==> config.mk <==
export PLATFORM = sky130hd
export DESIGN_NAME = branch_predictor
export DESIGN_NICKNAME = d
export VERILOG_FILES = /design/src/rtl/branch_predictor.sv
export SDC_FILE = /design/constraint.sdc
export NUM_CORES = 2
export LEC_CHECK = 0
export ABC_AREA = 1
export BUFFER_PORTS_ARGS = -buffer_cell sky130_fd_sc_hd__buf_4
export CAP_MARGIN = 20
export CORE_UTILIZATION = 60
export CTS_BUF_LIST = sky130_fd_sc_hd__clkbuf_8
export CTS_CLUSTER_SIZE = 25
export DETAILED_ROUTE_END_ITERATION = 6
export PLACE_DENSITY_LB_ADDON = 0.3
export RECOVER_POWER = 100
export SYNTH_ARGS = -nofsm -noshare
export SYNTH_HDL_FRONTEND = slang
export SYNTH_SLANG_ARGS = --single-unit
==> constraint.sdc <==
create_clock -name clk -period 3.8 [get_ports clk]
set_clock_uncertainty 0.2 [all_clocks]
set_input_delay 0.38 -clock clk [delete_from_list [all_inputs] [get_ports clk]]
set_output_delay 0.38 -clock clk [all_outputs]
set_load 0.02 [all_outputs]
==> src/rtl/branch_predictor.sv <==
// Branch predictor: direct-mapped BTB with a 2-bit saturating counter per
// entry. Prediction for the fetch PC is combinational from registered state;
// branches and jumps resolved in EX update the table on the next rising edge
// and are checked here against the prediction they carried down the pipe.
module branch_predictor #(
    parameter int ENTRIES = 16
) (
    input  logic        clk,
    input  logic        reset,
    // fetch-side lookup
    input  logic [31:0] if_pc,
    output logic        pred_taken,
    output logic [31:0] pred_pc,
    // EX-side resolution
    input  logic        ex_valid,
    input  logic        ex_is_branch,
    input  logic        ex_is_jump,
    input  logic [31:0] ex_pc,
    input  logic        ex_bcond,
    input  logic [31:0] ex_target,
    input  logic        ex_pred_taken,
    input  logic [31:0] ex_pred_pc,
    output logic        mispredict,
    output logic [31:0] correct_pc,
    // statistics
    output logic [31:0] branch_count,
    output logic [31:0] mispredict_count
);

    localparam int IDX_W = $clog2(ENTRIES);
    localparam int TAG_W = 30 - IDX_W;

    // Two-bit direction counter; bit 1 is the taken prediction.
    typedef enum logic [1:0] {
        SNT = 2'b00,
        WNT = 2'b01,
        WT  = 2'b10,
        ST  = 2'b11
    } ctr_e;

    // Table state, one slot per index.
    logic             valid_q  [ENTRIES];
    logic [TAG_W-1:0] tag_q    [ENTRIES];
    logic [31:0]      target_q [ENTRIES];
    ctr_e             ctr_q    [ENTRIES];

    // ------------------------------------------------------------------
    // Fetch lookup
    // ------------------------------------------------------------------
    logic [IDX_W-1:0] if_idx;
    logic [TAG_W-1:0] if_tag;
    logic             if_hit;

    assign if_idx = if_pc[IDX_W+1:2];
    assign if_tag = if_pc[31:IDX_W+2];

    // Predict from the pre-update table; a same-cycle update is not bypassed.
    always_comb begin
        // NOTE: every signal assigned in always_comb gets a default first so
        // no path leaves it unassigned, which would infer a latch.
        if_hit     = 1'b0;
        pred_taken = 1'b0;
        pred_pc    = if_pc + 32'd4;
        if (valid_q[if_idx] && (tag_q[if_idx] == if_tag)) begin
            if_hit = 1'b1;
        end
        if (if_hit && ctr_q[if_idx][1]) begin
            pred_taken = 1'b1;
            pred_pc    = target_q[if_idx];
        end
    end

    // ------------------------------------------------------------------
    // EX resolution
    // ------------------------------------------------------------------
    logic             ex_is_ctrl;
    logic             update_en;
    logic             act_taken;
    logic [31:0]      ex_seq_pc;
    logic [31:0]      act_pc;
    logic [IDX_W-1:0] ex_idx;
    logic [TAG_W-1:0] ex_tag;
    logic             ex_hit;
    ctr_e             ctr_next;

    assign ex_is_ctrl = ex_is_branch || ex_is_jump;
    assign update_en  = ex_valid && ex_is_ctrl;
    assign ex_seq_pc  = ex_pc + 32'd4;
    // A jump is always taken; with both flags set it is treated as a jump.
    assign act_taken  = ex_is_jump || (ex_is_branch && ex_bcond);
    assign act_pc     = act_taken ? ex_target : ex_seq_pc;
    assign ex_idx     = ex_pc[IDX_W+1:2];
    assign ex_tag     = ex_pc[31:IDX_W+2];
    assign ex_hit     = valid_q[ex_idx] && (tag_q[ex_idx] == ex_tag);

    // Flag a mispredict when either the direction or the next PC disagrees.
    always_comb begin
        mispredict = 1'b0;
        correct_pc = ex_seq_pc;
        if (update_en && ((act_taken != ex_pred_taken) || (act_pc != ex_pred_pc))) begin
            mispredict = 1'b1;
            correct_pc = act_pc;
        end
    end

    // Next counter value for a hitting entry: jumps saturate to ST, branches
    // step one position toward the resolved direction and saturate.
    always_comb begin
        ctr_next = ctr_q[ex_idx];
        if (ex_is_jump) begin
            ctr_next = ST;
        end else if (ex_bcond) begin
            case (ctr_q[ex_idx])
                SNT:     ctr_next = WNT;
                WNT:     ctr_next = WT;
                default: ctr_next = ST;
            endcase
        end else begin
            case (ctr_q[ex_idx])
                ST:      ctr_next = WT;
                WT:      ctr_next = WNT;
                default: ctr_next = SNT;
            endcase
        end
    end

    // ------------------------------------------------------------------
    // State update: table and statistics, reset has priority
    // ------------------------------------------------------------------
    // Update the table on resolved control flow; reset clears everything.
    always_ff @(posedge clk) begin
        // NOTE: sequential state uses non-blocking assignments so every
        // register samples pre-edge values regardless of statement order.
        if (reset) begin
            // NOTE: the table is a register array, not a RAM macro, so it is
            // cleared here; the valid bits and counters must start known.
            for (int i = 0; i < ENTRIES; i++) begin
                valid_q[i]  <= 1'b0;
                tag_q[i]    <= '0;
                target_q[i] <= '0;
                ctr_q[i]    <= WNT;
            end
            branch_count     <= '0;
            mispredict_count <= '0;
        end else if (update_en) begin
            branch_count <= branch_count + 32'd1;
            if (mispredict) begin
                mispredict_count <= mispredict_count + 32'd1;
            end
            if (ex_hit) begin
                ctr_q[ex_idx] <= ctr_next;
                if (act_taken) begin
                    target_q[ex_idx] <= ex_target;
                end
            end else if (act_taken) begin
                // Allocate over whatever occupied this index.
                valid_q[ex_idx]  <= 1'b1;
                tag_q[ex_idx]    <= ex_tag;
                target_q[ex_idx] <= ex_target;
                ctr_q[ex_idx]    <= ex_is_jump ? ST : WT;
            end
        end
    end

endmodule

==> impl_metrics.csv <==
group,metric,value,unit
drt,ant_nets,0,
critical_path,end_kind,"output port",
critical_path,slowest_stage,"nor2_1",
min_path,whs_path_depth,6,
final_layout,finalNetCount,7179,
min_path,whs_endpoint,"ctr_q[7][0]",
clock_network,cts_buffer_depth,3,
final_layout,seqCellArea,30400,sq um
synthesis,synth.cell_area,55500,sq um
drt,wl_met2,89.3,mm
power,irDropWorstVdd,0.000341,V
power,p_leak,26.4,nW
final_layout,final_cell_area,64700,sq um
clock_network,clock-sinks,1040,
synthesis,synthTopCellsByCount,"nor2_1, nand2_1, edfxtp_1",
placed_design,dp_hpwl,139,mm
placed_design,place_inst,7993,
critical_path,r2r_slack,-150,ps
floorplan,die_area,93700,sq um
status,status,"finished, violations left",
critical_path,path_class,"reg2out",
min_path,hp-class,"in2reg",
final_layout,fill_cells,7020,
synthesis,syn_avg_cell_area,8.38,sq um
synthesis,synth_edf_count,960,
critical_path,reg2reg_from,"tag_q[14][24]",
timing,max_slew.worst_pin.slew,1390,ps
timing,hold_ws,68.6,ps
drt,vias,53566,
floorplan,fp.dieH,306,um
synthesis,ys_ff_latch,1040,
synthesis,yosysTopAreaCell,"edfxtp_1",
critical_path,reg2reg_to,"tag_q[2][13]",
power,powerDensity,411,nW/um^2
critical_path,critPathMaxStageDelay,420,ps
timing,fin_crit_sh,109,%
clock_network,cts_tree,"yes",
drt,wl_met1,70.4,mm
clock_network,cts_htree_levels,4,
drt,routedWlPerCell,25.4,um
floorplan,initial_utilization,60.5,%
synthesis,ys_warn_count,0,
critical_path,crit_required,3220,ps
floorplan,io_pins,265,
run,cap_violations,0,
placed_design,gp_congestion,1.07,
synthesis,ys_seq_area_share,54.9,%
global_routing,grt_max_degree,123,
critical_path,worstPathArrival,3560,ps
clock_network,clk-insertion-delay-late,890,ps
floorplan,die_w,306,um
placed_design,post-place-ws,-132,ps
drt,drt-total-wl,212,mm
synthesis,synthDistinctLibCells,47,
critical_path,cp_top_family,"simple AND/OR/NAND/NOR gates",
critical_path,crit_buf_inv,6,
floorplan,core,91700,sq um
final_layout,final_core_util,70.6,%
global_routing,grt_pass1_wl,307,mm
critical_path,reg2regPathDepth,17,
synthesis,synth_top_area_share,52.0,%
timing,slew-limit-headroom,7.51,%
status,violations,"design-rule violations, negative setup slack",
final_layout,multi_input_area,21900,sq um
synthesis,syn_inst,6620,
synthesis,synthesis.nets,6762,
timing,grt_setup_unrepaired,"true",
synthesis,synthTopCellsByArea,"edfxtp_1, nor2_1, nand2_1, o21ai_0, nand3_1",
drt,wl_met3,35.9,mm
clock_network,cts_buffers,168,
synthesis,yosysMostFrequentCell,"nor2_1",
clock_network,cts-root-buf,"clkbuf_8",
drt,drt-initial-drc-count,9029,
timing,fin_setup_tns,-23590,ps
min_path,min_from,"ex_pc[4]",
floorplan,placementRows,111,
timing,finalHoldViolCount,0,
global_routing,antenna_found_initial,19,
global_routing,grt-ovfl-total,0,
drt,top_layer,"met5",
timing,finalMaxSlewViolations,0,
timing,final.setup.worst_slack,-341,ps
final_layout,drive_above_1_share,14.0,%
global_routing,first_global_vias,50279,
final_layout,fin_cells,8360,
clock_network,clkTransAtPathRegs,60,ps
critical_path,start_kind,"register",
critical_path,path_max_fanout,7,
global_routing,grt.total_usage,44.3,%
drt,via_per_inst,6.41,
timing,fin_crit,4140,ps
timing,clock.fmax,242,MHz
timing,setup_viol,312,
power,p_total,26.6,mW
final_layout,syn2layout_area_growth,16.7,%
synthesis,ys.flop_type,"edfxtp_1",
synthesis,async_flop_share,0,%
placed_design,io_buffers,264,
critical_path,path_cells,"inv_2 > a21oi_1 > o21ai_1 > nand3_2 > nand3_2 > nand3_2 > buf_6 > xor2_1 > buf_4 > nand3_4 > nor2_4 > nand2_2 > nor2_4 > buf_4 > buf_8 > nor2_1 > nor2_1 > buf_4",
placed_design,placed_cell_area,60900,sq um
drt,drt_pass1_iterations,7,
drt,route.detailed.drc,51,
[flip-flops by register name (all words and copies together), names as in the netlist]
name / cells
target_q: 512
tag_q: 416
branch_count: 32
ctr_q: 32
mispredict_count: 32
valid_q: 16
[cell type report]
cell class | count | share of cell area [%]
sequential | 1040 | 47.0
tap | 1186 | 2.29
antenna | 8 | 0.0309
clock inverter | 130 | 1.27
timing repair buffer | 716 | 9.41
multi-input combinational | 4680 | 33.9
clock buffer | 169 | 3.59
inverter | 431 | 2.53
[layout by cell type (no fill, tap or decap), types with 25 or more instances in the layout]
| cell | synthesis | final |
|---|---|---|
| clkbuf_4 | 0 | 25 |
| clkbuf_8 | 0 | 170 |
| a21oi_1 | 195 | 193 |
| clkinv_1 | 48 | 83 |
| nand2_2 | 11 | 63 |
| dlygate4sd3_1 | 0 | 43 |
| o22ai_1 | 89 | 89 |
| nand4_1 | 43 | 43 |
| clkbuf_2 | 0 | 38 |
| buf_4 | 16 | 411 |
| nand2_4 | 0 | 30 |
| buf_12 | 1 | 55 |
| dfxtp_1 | 80 | 80 |
| nor2_1 | 1593 | 1559 |
| edfxtp_1 | 960 | 960 |
| o211ai_1 | 202 | 202 |
| xor2_1 | 50 | 49 |
| o21ai_1 | 47 | 64 |
| inv_1 | 376 | 416 |
| nand3_1 | 362 | 348 |
| clkbuf_1 | 281 | 83 |
| nand2_1 | 1353 | 1271 |
| o221ai_1 | 46 | 46 |
| inv_2 | 6 | 25 |
| buf_6 | 32 | 46 |
| o21ai_0 | 565 | 539 |
| nor3_1 | 34 | 34 |
[tightest hold or removal path, delay by kind of cell]
kind | cells | cell delay, ps
simple gates | 4 | 440
buf+inv | 2 | 210
[cell families (layout without fill, tap and decap cells)]
group / Yosys count / in the layout / share of synthesized area (%)
AOI/OAI and AO/OA: 1156 / 1156 / 11.9
and+or+nand+nor: 3452 / 3452 / 25.1
DFF: 1040 / 1040 / 54.9
adders and majority gates: 7 / 7 / 0.158
xor gates and xnor gates: 65 / 65 / 1.03
other: 0 / 8 / 0
buffers and inverters: 900 / 1446 / 6.95
[worst max-delay path by stage]
stage	start	to	slack (ps)	cells past startpoint
4_1_cts	tag_q[1][4]	pred_pc[24]	-210	18
6_report	tag_q[1][4]	pred_pc[15]	-340	18
5_1_grt	tag_q[9][9]	pred_pc[15]	-360	20
3_3_place_gp	ex_pc[3]	correct_pc[30]	-120	19
2_1_floorplan	ex_pc[2]	correct_pc[11]	80	25
3_5_place_dp	ex_pc[3]	tag_q[6][6]	-130	20
[report_power, final]
part	internal (mW)	leakage [nW]	switching (mW)	total (mW)
registers	13.0	9.75	0.200	13.2
clock network	4.57	1.83	4.80	9.37
logic	1.18	14.8	2.77	3.95
[repair_timing]
action	CTS	global route
endpoints found under the setup margin	35	69
gates resized for setup	136	166
hold buffers	44	0
setup buffers	7	8
gates cloned	5	2
pin swaps	27	34
hold endpoints to repair	594	0
[layer usage]
layer	up-vias	global-route usage, %
li1	23123	-
met1	24648	55.9
met2	4809	64.2
met3	966	14.9
met4	20	31.1
met5	-	0.724
No activity file was read; power rests on OpenSTA's default activity.
